[config.mk]
export PLATFORM = sky130hd
export DESIGN_NAME = ysyx_24100029_bus_master
export DESIGN_NICKNAME = d
export VERILOG_FILES = /design/src/rtl/ysyx_24100029_bus_pkg.sv /design/src/rtl/ysyx_24100029_lane_align.sv /design/src/rtl/ysyx_24100029_bus_master.sv
export SDC_FILE = /design/constraint.sdc
export NUM_CORES = 1
export LEC_CHECK = 0
export ABC_AREA = 1
export CAP_MARGIN = 20
export CORE_ASPECT_RATIO = 1.25
export CORE_UTILIZATION = 44
export CTS_CLUSTER_DIAMETER = 60
export CTS_CLUSTER_SIZE = 20
export DETAILED_ROUTE_END_ITERATION = 8
export PLACE_DENSITY = 0.81
export SLEW_MARGIN = 20
export SYNTH_ARGS = -nofsm -noshare
export SYNTH_HDL_FRONTEND = slang
export SYNTH_SLANG_ARGS = --single-unit
[constraint.sdc]
create_clock -name clock -period 1.65 [get_ports clock]
set_input_delay 0.2475 -clock clock [delete_from_list [all_inputs] [get_ports clock]]
set_output_delay 0.2475 -clock clock [all_outputs]
set_load 0.03 [all_outputs]
[src/rtl/ysyx_24100029_bus_pkg.sv]
// Shared types for the bus master: bus opcodes, access sizes and FSM states.
package ysyx_24100029_bus_pkg;

  typedef enum logic [1:0] {
    OpIdle  = 2'd0,
    OpRead  = 2'd1,
    OpWrite = 2'd2
  } opcode_e;

  typedef enum logic [1:0] {
    SizeByte    = 2'd0,
    SizeHalf    = 2'd1,
    SizeWord    = 2'd2,
    SizeIllegal = 2'd3
  } size_e;

  typedef enum logic [1:0] {
    StIdle = 2'd0,
    StBus  = 2'd1,
    StResp = 2'd2
  } state_e;

endpackage

[src/rtl/ysyx_24100029_lane_align.sv]
// Byte-lane helper: store strobe/lane generation, alignment check and load extraction.
// Purely combinational; the store side and the load side have independent inputs.
module ysyx_24100029_lane_align
  import ysyx_24100029_bus_pkg::*;
(
  input  logic [1:0]  addr_lo,
  input  size_e       size,
  input  logic [31:0] store_data,
  input  logic [1:0]  load_off,
  input  size_e       load_size,
  input  logic        load_unsigned,
  input  logic [31:0] bus_rdata,
  output logic        aligned,
  output logic [3:0]  strb,
  output logic [31:0] store_lanes,
  output logic [31:0] load_data
);

  logic [31:0] repl;
  logic [31:0] shifted;

  // Store side: strobe, legality and lane replication masked by the strobe.
  always_comb begin
    aligned = 1'b1;
    strb    = 4'b0000;
    repl    = 32'd0;
    unique case (size)
      SizeByte: begin
        strb = 4'b0001 << addr_lo;
        repl = {4{store_data[7:0]}};
      end
      SizeHalf: begin
        strb    = 4'b0011 << addr_lo;
        repl    = {2{store_data[15:0]}};
        aligned = ~addr_lo[0];
      end
      SizeWord: begin
        strb    = 4'b1111;
        repl    = store_data;
        aligned = (addr_lo == 2'b00);
      end
      default: aligned = 1'b0;
    endcase
    for (int i = 0; i < 4; i++) begin
      store_lanes[8*i +: 8] = strb[i] ? repl[8*i +: 8] : 8'h00;
    end
  end

  // Load side: shift the addressed lane down, then sign- or zero-extend.
  always_comb begin
    shifted = bus_rdata >> {load_off, 3'b000};
    unique case (load_size)
      SizeByte: load_data = load_unsigned ? {24'd0, shifted[7:0]}
                                          : {{24{shifted[7]}}, shifted[7:0]};
      SizeHalf: load_data = load_unsigned ? {16'd0, shifted[15:0]}
                                          : {{16{shifted[15]}}, shifted[15:0]};
      SizeWord: load_data = bus_rdata;
      default:  load_data = 32'd0;
    endcase
  end

endmodule

[src/rtl/ysyx_24100029_bus_master.sv]
// CPU-to-bus master: accepts one load/store, runs it on the bus, returns a response.
// Optional bus timeout enabled by defining YSYX_24100029_BUS_TIMEOUT_EN.
module ysyx_24100029_bus_master
  import ysyx_24100029_bus_pkg::*;
#(
  parameter int unsigned TIMEOUT_CYCLES = 255
) (
  input  logic        clock,
  input  logic        reset,
  input  logic        req_valid,
  output logic        req_ready,
  input  logic        req_we,
  input  logic [31:0] req_addr,
  input  logic [1:0]  req_size,
  input  logic        req_unsigned,
  input  logic [31:0] req_wdata,
  output logic        rsp_valid,
  input  logic        rsp_ready,
  output logic [31:0] rsp_rdata,
  output logic        rsp_err,
  output logic [31:0] addr,
  output logic [1:0]  opcode,
  output logic [31:0] wdata,
  output logic [3:0]  wstrb,
  input  logic [31:0] rdata,
  input  logic        resp
);

  if (TIMEOUT_CYCLES < 1 || TIMEOUT_CYCLES > 65535) begin : g_bad_timeout
    $error("TIMEOUT_CYCLES out of range 1..65535");
  end

  state_e      state_q;
  opcode_e     opcode_q;
  logic [31:0] addr_q, wdata_q, rsp_rdata_q;
  logic [3:0]  wstrb_q;
  logic        rsp_valid_q, rsp_err_q;
  logic [1:0]  off_q;
  size_e       size_q;
  logic        uns_q, we_q, first_q;
`ifdef YSYX_24100029_BUS_TIMEOUT_EN
  logic [15:0] cnt_q;
`endif

  logic        aligned;
  logic [3:0]  strb;
  logic [31:0] store_lanes, load_data;

  ysyx_24100029_lane_align u_lane_align (
    .addr_lo      (req_addr[1:0]),
    .size         (size_e'(req_size)),
    .store_data   (req_wdata),
    .load_off     (off_q),
    .load_size    (size_q),
    .load_unsigned(uns_q),
    .bus_rdata    (rdata),
    .aligned      (aligned),
    .strb         (strb),
    .store_lanes  (store_lanes),
    .load_data    (load_data)
  );

  assign req_ready = (state_q == StIdle);
  assign rsp_valid = rsp_valid_q;
  assign rsp_rdata = rsp_rdata_q;
  assign rsp_err   = rsp_err_q;
  assign addr      = addr_q;
  assign opcode    = opcode_q;
  assign wdata     = wdata_q;
  assign wstrb     = wstrb_q;

  // Transaction FSM; every bus and response output is registered here.
  always_ff @(posedge clock) begin
    if (reset) begin
      state_q     <= StIdle;
      opcode_q    <= OpIdle;
      addr_q      <= 32'd0;
      wdata_q     <= 32'd0;
      wstrb_q     <= 4'd0;
      rsp_valid_q <= 1'b0;
      rsp_rdata_q <= 32'd0;
      rsp_err_q   <= 1'b0;
      off_q       <= 2'd0;
      size_q      <= SizeByte;
      uns_q       <= 1'b0;
      we_q        <= 1'b0;
      first_q     <= 1'b0;
`ifdef YSYX_24100029_BUS_TIMEOUT_EN
      cnt_q       <= 16'd0;
`endif
    end else begin
      case (state_q)
        StIdle: begin
          if (req_valid) begin
            off_q  <= req_addr[1:0];
            size_q <= size_e'(req_size);
            uns_q  <= req_unsigned;
            we_q   <= req_we;
            if (aligned) begin
              state_q  <= StBus;
              addr_q   <= {req_addr[31:2], 2'b00};
              opcode_q <= req_we ? OpWrite : OpRead;
              wdata_q  <= req_we ? store_lanes : 32'd0;
              wstrb_q  <= req_we ? strb : 4'd0;
              first_q  <= 1'b1;
`ifdef YSYX_24100029_BUS_TIMEOUT_EN
              cnt_q    <= 16'd0;
`endif
            end else begin
              // Bad requests never reach the bus.
              state_q     <= StResp;
              rsp_valid_q <= 1'b1;
              rsp_err_q   <= 1'b1;
              rsp_rdata_q <= 32'd0;
            end
          end
        end
        StBus: begin
          first_q <= 1'b0;
          // resp in the first cycle may belong to a previous access.
          if (resp && !first_q) begin
            state_q     <= StResp;
            opcode_q    <= OpIdle;
            wdata_q     <= 32'd0;
            wstrb_q     <= 4'd0;
            rsp_valid_q <= 1'b1;
            rsp_err_q   <= 1'b0;
            rsp_rdata_q <= we_q ? 32'd0 : load_data;
          end
`ifdef YSYX_24100029_BUS_TIMEOUT_EN
          else if (cnt_q == 16'(TIMEOUT_CYCLES - 1)) begin
            state_q     <= StResp;
            opcode_q    <= OpIdle;
            wdata_q     <= 32'd0;
            wstrb_q     <= 4'd0;
            rsp_valid_q <= 1'b1;
            rsp_err_q   <= 1'b1;
            rsp_rdata_q <= 32'd0;
          end else begin
            cnt_q <= cnt_q + 16'd1;
          end
`endif
        end
        StResp: begin
          if (rsp_ready) begin
            state_q     <= StIdle;
            rsp_valid_q <= 1'b0;
          end
        end
        default: state_q <= StIdle;
      endcase
    end
  end

endmodule

# After elaboration in Yosys (flattened, before gate mapping)
# Cells that the tools add are included.
# W data, S select, Z words.
dict set report totals {
  regBits 111
  word_cells 88
  out_inout_bits 105
}
dict set report classes {
  shift 3
  n_bitwise 1
  muxes 45
  n_reduce_logical 15
  n_eq_ne 11
}
# cell n
set op_table {}
lappend op_table {{$mux W32} 10}
lappend op_table {{$pmux W32 S3} 2}
lappend op_table {{$pmux W32 S2} 2}
lappend op_table {{$mux W8} 4}
lappend op_table {{$shr A32 B5 Y16} 1}
lappend op_table {{$mux W2} 8}
lappend op_table {{$mux W4} 4}
lappend op_table {{$pmux W4 S3} 1}
lappend op_table {{$reduce_and A3 Y1} 3}
lappend op_table {{$logic_not A2 Y1} 4}
lappend op_table {{$ne A2 B2 Y1 const B} 4}
lappend op_table {{$pmux W4 S2} 1}
lappend op_table {{$reduce_and A4 Y1} 2}
lappend op_table {{$mux W1} 7}
lappend op_table {{$eq A2 B1 Y1 const B} 3}
lappend op_table {{$eq A2 B2 Y1 const B} 3}
lappend op_table {{$pmux W1 S3} 2}
lappend op_table {{$pmux W2 S3} 1}
lappend op_table {{$reduce_and A5 Y1} 1}
lappend op_table {{$pmux W1 S2} 2}
lappend op_table {{$pmux W2 S2} 1}
lappend op_table {{$shl A1 B2 Y4 const A} 1}
lappend op_table {{$shl A2 B2 Y4 const A} 1}
lappend op_table {{$reduce_bool A3 Y1} 1}
lappend op_table {{other kinds (6)} 6}

# Longest topological paths before layout
dict set report logic_depth {
  ltp_word 7
  mapped_depth 10
}

# Cells and area by module
# From an unflattened synthesis, not the netlist that was laid out.
dict set report hier_totals {
  cells_unflattened 1015
  hier_area_um2 6077.1
}
# mod cells_per_inst area_per_inst_um2 instances
set modules_own_cells {}
lappend modules_own_cells {ysyx_24100029_bus_master 643 4454.3 1}
lappend modules_own_cells {ysyx_24100029_lane_align 372 1622.8 1}

# Least setup slack after synthesis
# OpenSTA, ideal clock, no wires.
dict set report synth_timing {
  path_kind {register -> register}
  startpoint {register state_q[1]}
  endpoint {register addr_q[10] (netlist: addr[10])}
  setup_ps 132
  stages_incl_launch_ff 8
  synth_period_minus_slack_ps 1603
  t_required_ps 1518
  path_buffers 1
  slack_ps 47
  arrival_time_ps 1471
  cell_sequence {dfxtp_1 -> nor2_2 -> inv_1 -> nor2_1 -> nand2_1 -> clkbuf_1 -> nand2_1 -> a21oi_1}
}
dict set report synth_via {
  elab_chain_len 2
}
# item line_no
set synth_rtl {}
lappend synth_rtl {{from (decl)} ysyx_24100029_bus_master.sv:33} ;# state_e state_q;
lappend synth_rtl {{from (signal assigned)} ysyx_24100029_bus_master.sv:75} ;# state_q <= StIdle;
lappend synth_rtl {{from (signal assigned)} ysyx_24100029_bus_master.sv:100} ;# state_q <= StBus;
lappend synth_rtl {{from (signal assigned)} ysyx_24100029_bus_master.sv:111} ;# state_q <= StResp;
lappend synth_rtl {{$logic_not A2 Y1} n/a}
lappend synth_rtl {{net req_ready} ysyx_24100029_bus_master.sv:11} ;# output logic req_ready,
lappend synth_rtl {{$reduce_and A3 Y1 (no source line)} n/a}
lappend synth_rtl {{to (signal assigned)} ysyx_24100029_bus_master.sv:101} ;# addr_q <= {req_addr[31:2], 2'b00};
lappend synth_rtl {{to (decl)} ysyx_24100029_bus_master.sv:35} ;# logic [31:0] addr_q, wdata_q, rsp_rdata_q;
# The timed path passes the listed nets, and every way through them passes these cells.
# A chain may end at the register's enable or synchronous reset.

# Final worst setup path
dict set report layout_timing {
  startpoint {register rsp_rdata_q[5] (netlist: rsp_rdata[5])}
  endpoint {output rsp_rdata[5]}
}
# item line_no
set layout_lines {}
lappend layout_lines {{from (decl)} ysyx_24100029_bus_master.sv:35}
lappend layout_lines {{from (signal assigned)} ysyx_24100029_bus_master.sv:128} ;# rsp_rdata_q <= we_q ? 32'd0 : load_data;
lappend layout_lines {{to (decl)} ysyx_24100029_bus_master.sv:19} ;# output logic [31:0] rsp_rdata,
# No word-level cell between the ends.

==> results.toml <==
[cts]
cts_buffer_depth = 2
worst_setup_hold_path_clk_slew_ns = 0.07
h-tree-depth = 3
root_buffer = "clkbuf_16"
numCtsBuffers = 9
clock_insertion_delay_worst_skew_ns = 0.35
tritoncts = "built"
hold_buffers = 0
cts.sinks = 111

[status]
status = "finished clean"

[worst_hold_path]
hp-start = "reset"
hp-class = "input port to flip-flop"
hold_end = "wdata[31]"
whs_path_depth = 2

[placement]
dp_hpwl_um = 12080
globalplace.congestion = 0.8984
place_area_um2 = 7978
io_buffers = 207
post-place-ws_ns = -0.2740

[floorplanning]
ios = 210
initial_core_util = 0.4586
dieArea_um2 = 12730
num_rows = 44
dieWidth_um = 101.1
core-area_um2 = 11780
die_y_um = 125.9

[detailed_routing]
wire_per_inst_um = 14.47
drt_iter0_drc = 384
ant_nets = 0
viasPerCell = 5.254
wl_um = 17480
drt_first_pass_iters = 5
vias = 6347
drc_errors = 0

[layout]
area_growth_pct = 58.64
final_cell_area_um2 = 8571
layout.nets = 1147
drive_above_1_share = 0.1089
diodes = 0
nFillCells = 959

[power]
irDropWorstVdd_v = 0.0005989
p_per_area_nw_per_um2 = 867.9
leakage_nw = 4.039

[grt]
grtUsageTotal = 0.2597
antenna_found_initial = 0
grt_max_degree = 66
grt_overflow = 0
grt_pass1_vias = 5659
grt_pass1_wl_um = 26680

[worst_setup_path]
crit_type = "flip-flop to primary output"
reg2reg_depth = 11
crit_slowest_cell = "clkdlybuf4s50_1"
cp-start-kind = "flip-flop"
r2r_slack_ns = 0.08
r2r_start = "state_q[0]"
path_cells = "clkdlybuf4s50_1"
critPathCaptureType = "primary output"
worstSetupStartpoint = "rsp_rdata[5]"
r2r_end = "rsp_rdata[14]"
crit_family = "buffers and inverters"
critPathMaxFanout = 2
cp_num_buf_inv = 1
cpPeakStageDelay_ns = 0.67
cp_data_arrival_time_ns = 1.37
cp_data_required_time_ns = 1.40

[yosys]
ys_ff_latch = 111
ys.warnings.count = 0
netlist_instances = 810
synth_edf_count = 0
async_reset_ff_frac = 0
synthDistinctLibCells = 24
synth_ff_type = "dfxtp_1"
synthesis.area_um2 = 5403
synth.avg_cell_area_um2 = 6.670
seq_area_frac_synth = 0.4113

[timing]
hold_viol = 0
clock.fmax_mhz = 616.6
finalCriticalPeriod_ns = 1.622
setup_viol = 0
slew_viol_final = 0
finClkSkew_ns = 0.006852
fin_crit_sh = 0.9830
fin_ws_ns = 0.02812

[run]
cap_violations = 0
## metal layers
layer  share of wire  global-route usage  routed length [um]
met1            0.39              0.3200                6796
met2            0.48              0.4334                8462
met3           0.093             0.05549                1622
met4           0.034              0.1100                 597
met5               0                   0                   0
## state kept, by name, indices dropped and copies added (netlist names)
signal	cells
rsp_rdata	32
wdata	32
addr	30
wstrb	4
off_q	2
opcode	2
size_q	2
state_q	2
first_q	1
rsp_err	1
rsp_valid	1
uns_q	1
we_q	1
## area by class of cell
class                      instances  area [um2]  area share
inverter                          37       138.9     0.01620
tap                              161       201.4     0.02350
clock buffer                       9       225.2     0.02628
clock inverter                     7       106.4     0.01241
multi-input combinational        607        2769      0.3231
timing repair buffer             276        2903      0.3387
sequential                       111        2227      0.2599
## cells by family (layout without fill, tap and decap cells)
kind of cell | after synthesis | in the layout | synth area share
AND/OR/NAND/NOR | 445 | 445 | 0.3499
AO/OA/AOI/OAI | 160 | 160 | 0.1572
flip-flops | 111 | 111 | 0.4113
buffers and inverters | 93 | 329 | 0.08082
other | 1 | 2 | 0.0006941
## through the flow
stage	TNS [ns]	utilization	std cells	hold slack (ns)	power, W
3_3_place_gp	-12.41	0.6771	1182	0.4311	0.004885
4_1_cts	0	0.7072	1200	0.2227	0.007305
5_1_grt	-0.06015	0.7275	1208	0.2478	0.007759
3_5_place_dp	-14.79	0.6771	1182	0.4402	0.004901
2_1_floorplan	0	-	811	0.3955	0.004029
6_report	0	0.7275	1208	0.2321	0.007439
## Yosys cell counts, types with 3 or more instances
cell	number	area [um2]
nor2_1	71	266.5
a22o_1	7	61.31
o21ai_0	41	205.2
buf_4	6	45.04
nand2_2	3	18.77
buf_6	6	67.56
dfxtp_1	111	2222
buf_2	16	80.08
inv_1	33	123.9
o21ai_1	5	25.02
a21oi_2	4	35.03
nand3_1	85	425.4
a21oi_1	101	505.5
nand4_1	25	156.4
nand2_1	248	930.9
clkbuf_1	28	105.1
nor2_2	9	56.30
## worst reg2reg max path, cell delays in order (launching register included)
cell	delay [ns]
dfxtp_4	0.37
inv_2	0.06
nor2_2	0.14
nand2_2	0.08
nand2_2	0.09
nor2_4	0.05
buf_4	0.13
o21ai_4	0.06
buf_6	0.17
buf_6	0.17
nand2_1	0.06
a21oi_1	0.13
## worst max path at each step
stage	end	slack, ns	depth (start not counted)
4_1_cts	opcode[1]	0.00001	1
5_1_grt	rsp_rdata[3]	-0.007	11
3_3_place_gp	wdata[15]	-0.24	9
3_5_place_dp	wdata[30]	-0.27	8
6_report	rsp_rdata[5]	0.03	1
2_1_floorplan	addr[10]	0.05	7
## report_power, final
part / leakage (nW) / switching, W / internal [W]
Sequential: 0.901 / 0.0000674 / 0.00279
Clock: 0.159 / 0.00105 / 0.00135
Combinational: 2.98 / 0.00120 / 0.000980
## timing repair
action / 4_1_cts / 5_1_grt
endpoints found under the setup margin: 6 / 102
setup buffers: 2 / 3
gates resized for setup: 4 / 51
cloned: 0 / 5
pin swaps: 1 / 3
## cells in the final DEF, fill, tap and decap left out, types with 5 or more instances in the layout
cell type          n
a21oi_1          100
a21oi_2            5
a22o_1             7
buf_12            13
buf_4             51
clkbuf_16         11
clkdlybuf4s50_1  159
dfxtp_1          109
dlymetal6s2s_1    43
inv_1             32
nand2_1          248
nand3_1           85
nand4_1           25
nor2_1            69
nor2_2            10
o21ai_0           41
o21ai_1            5
Note: power is estimated with default switching activity, not from simulation.
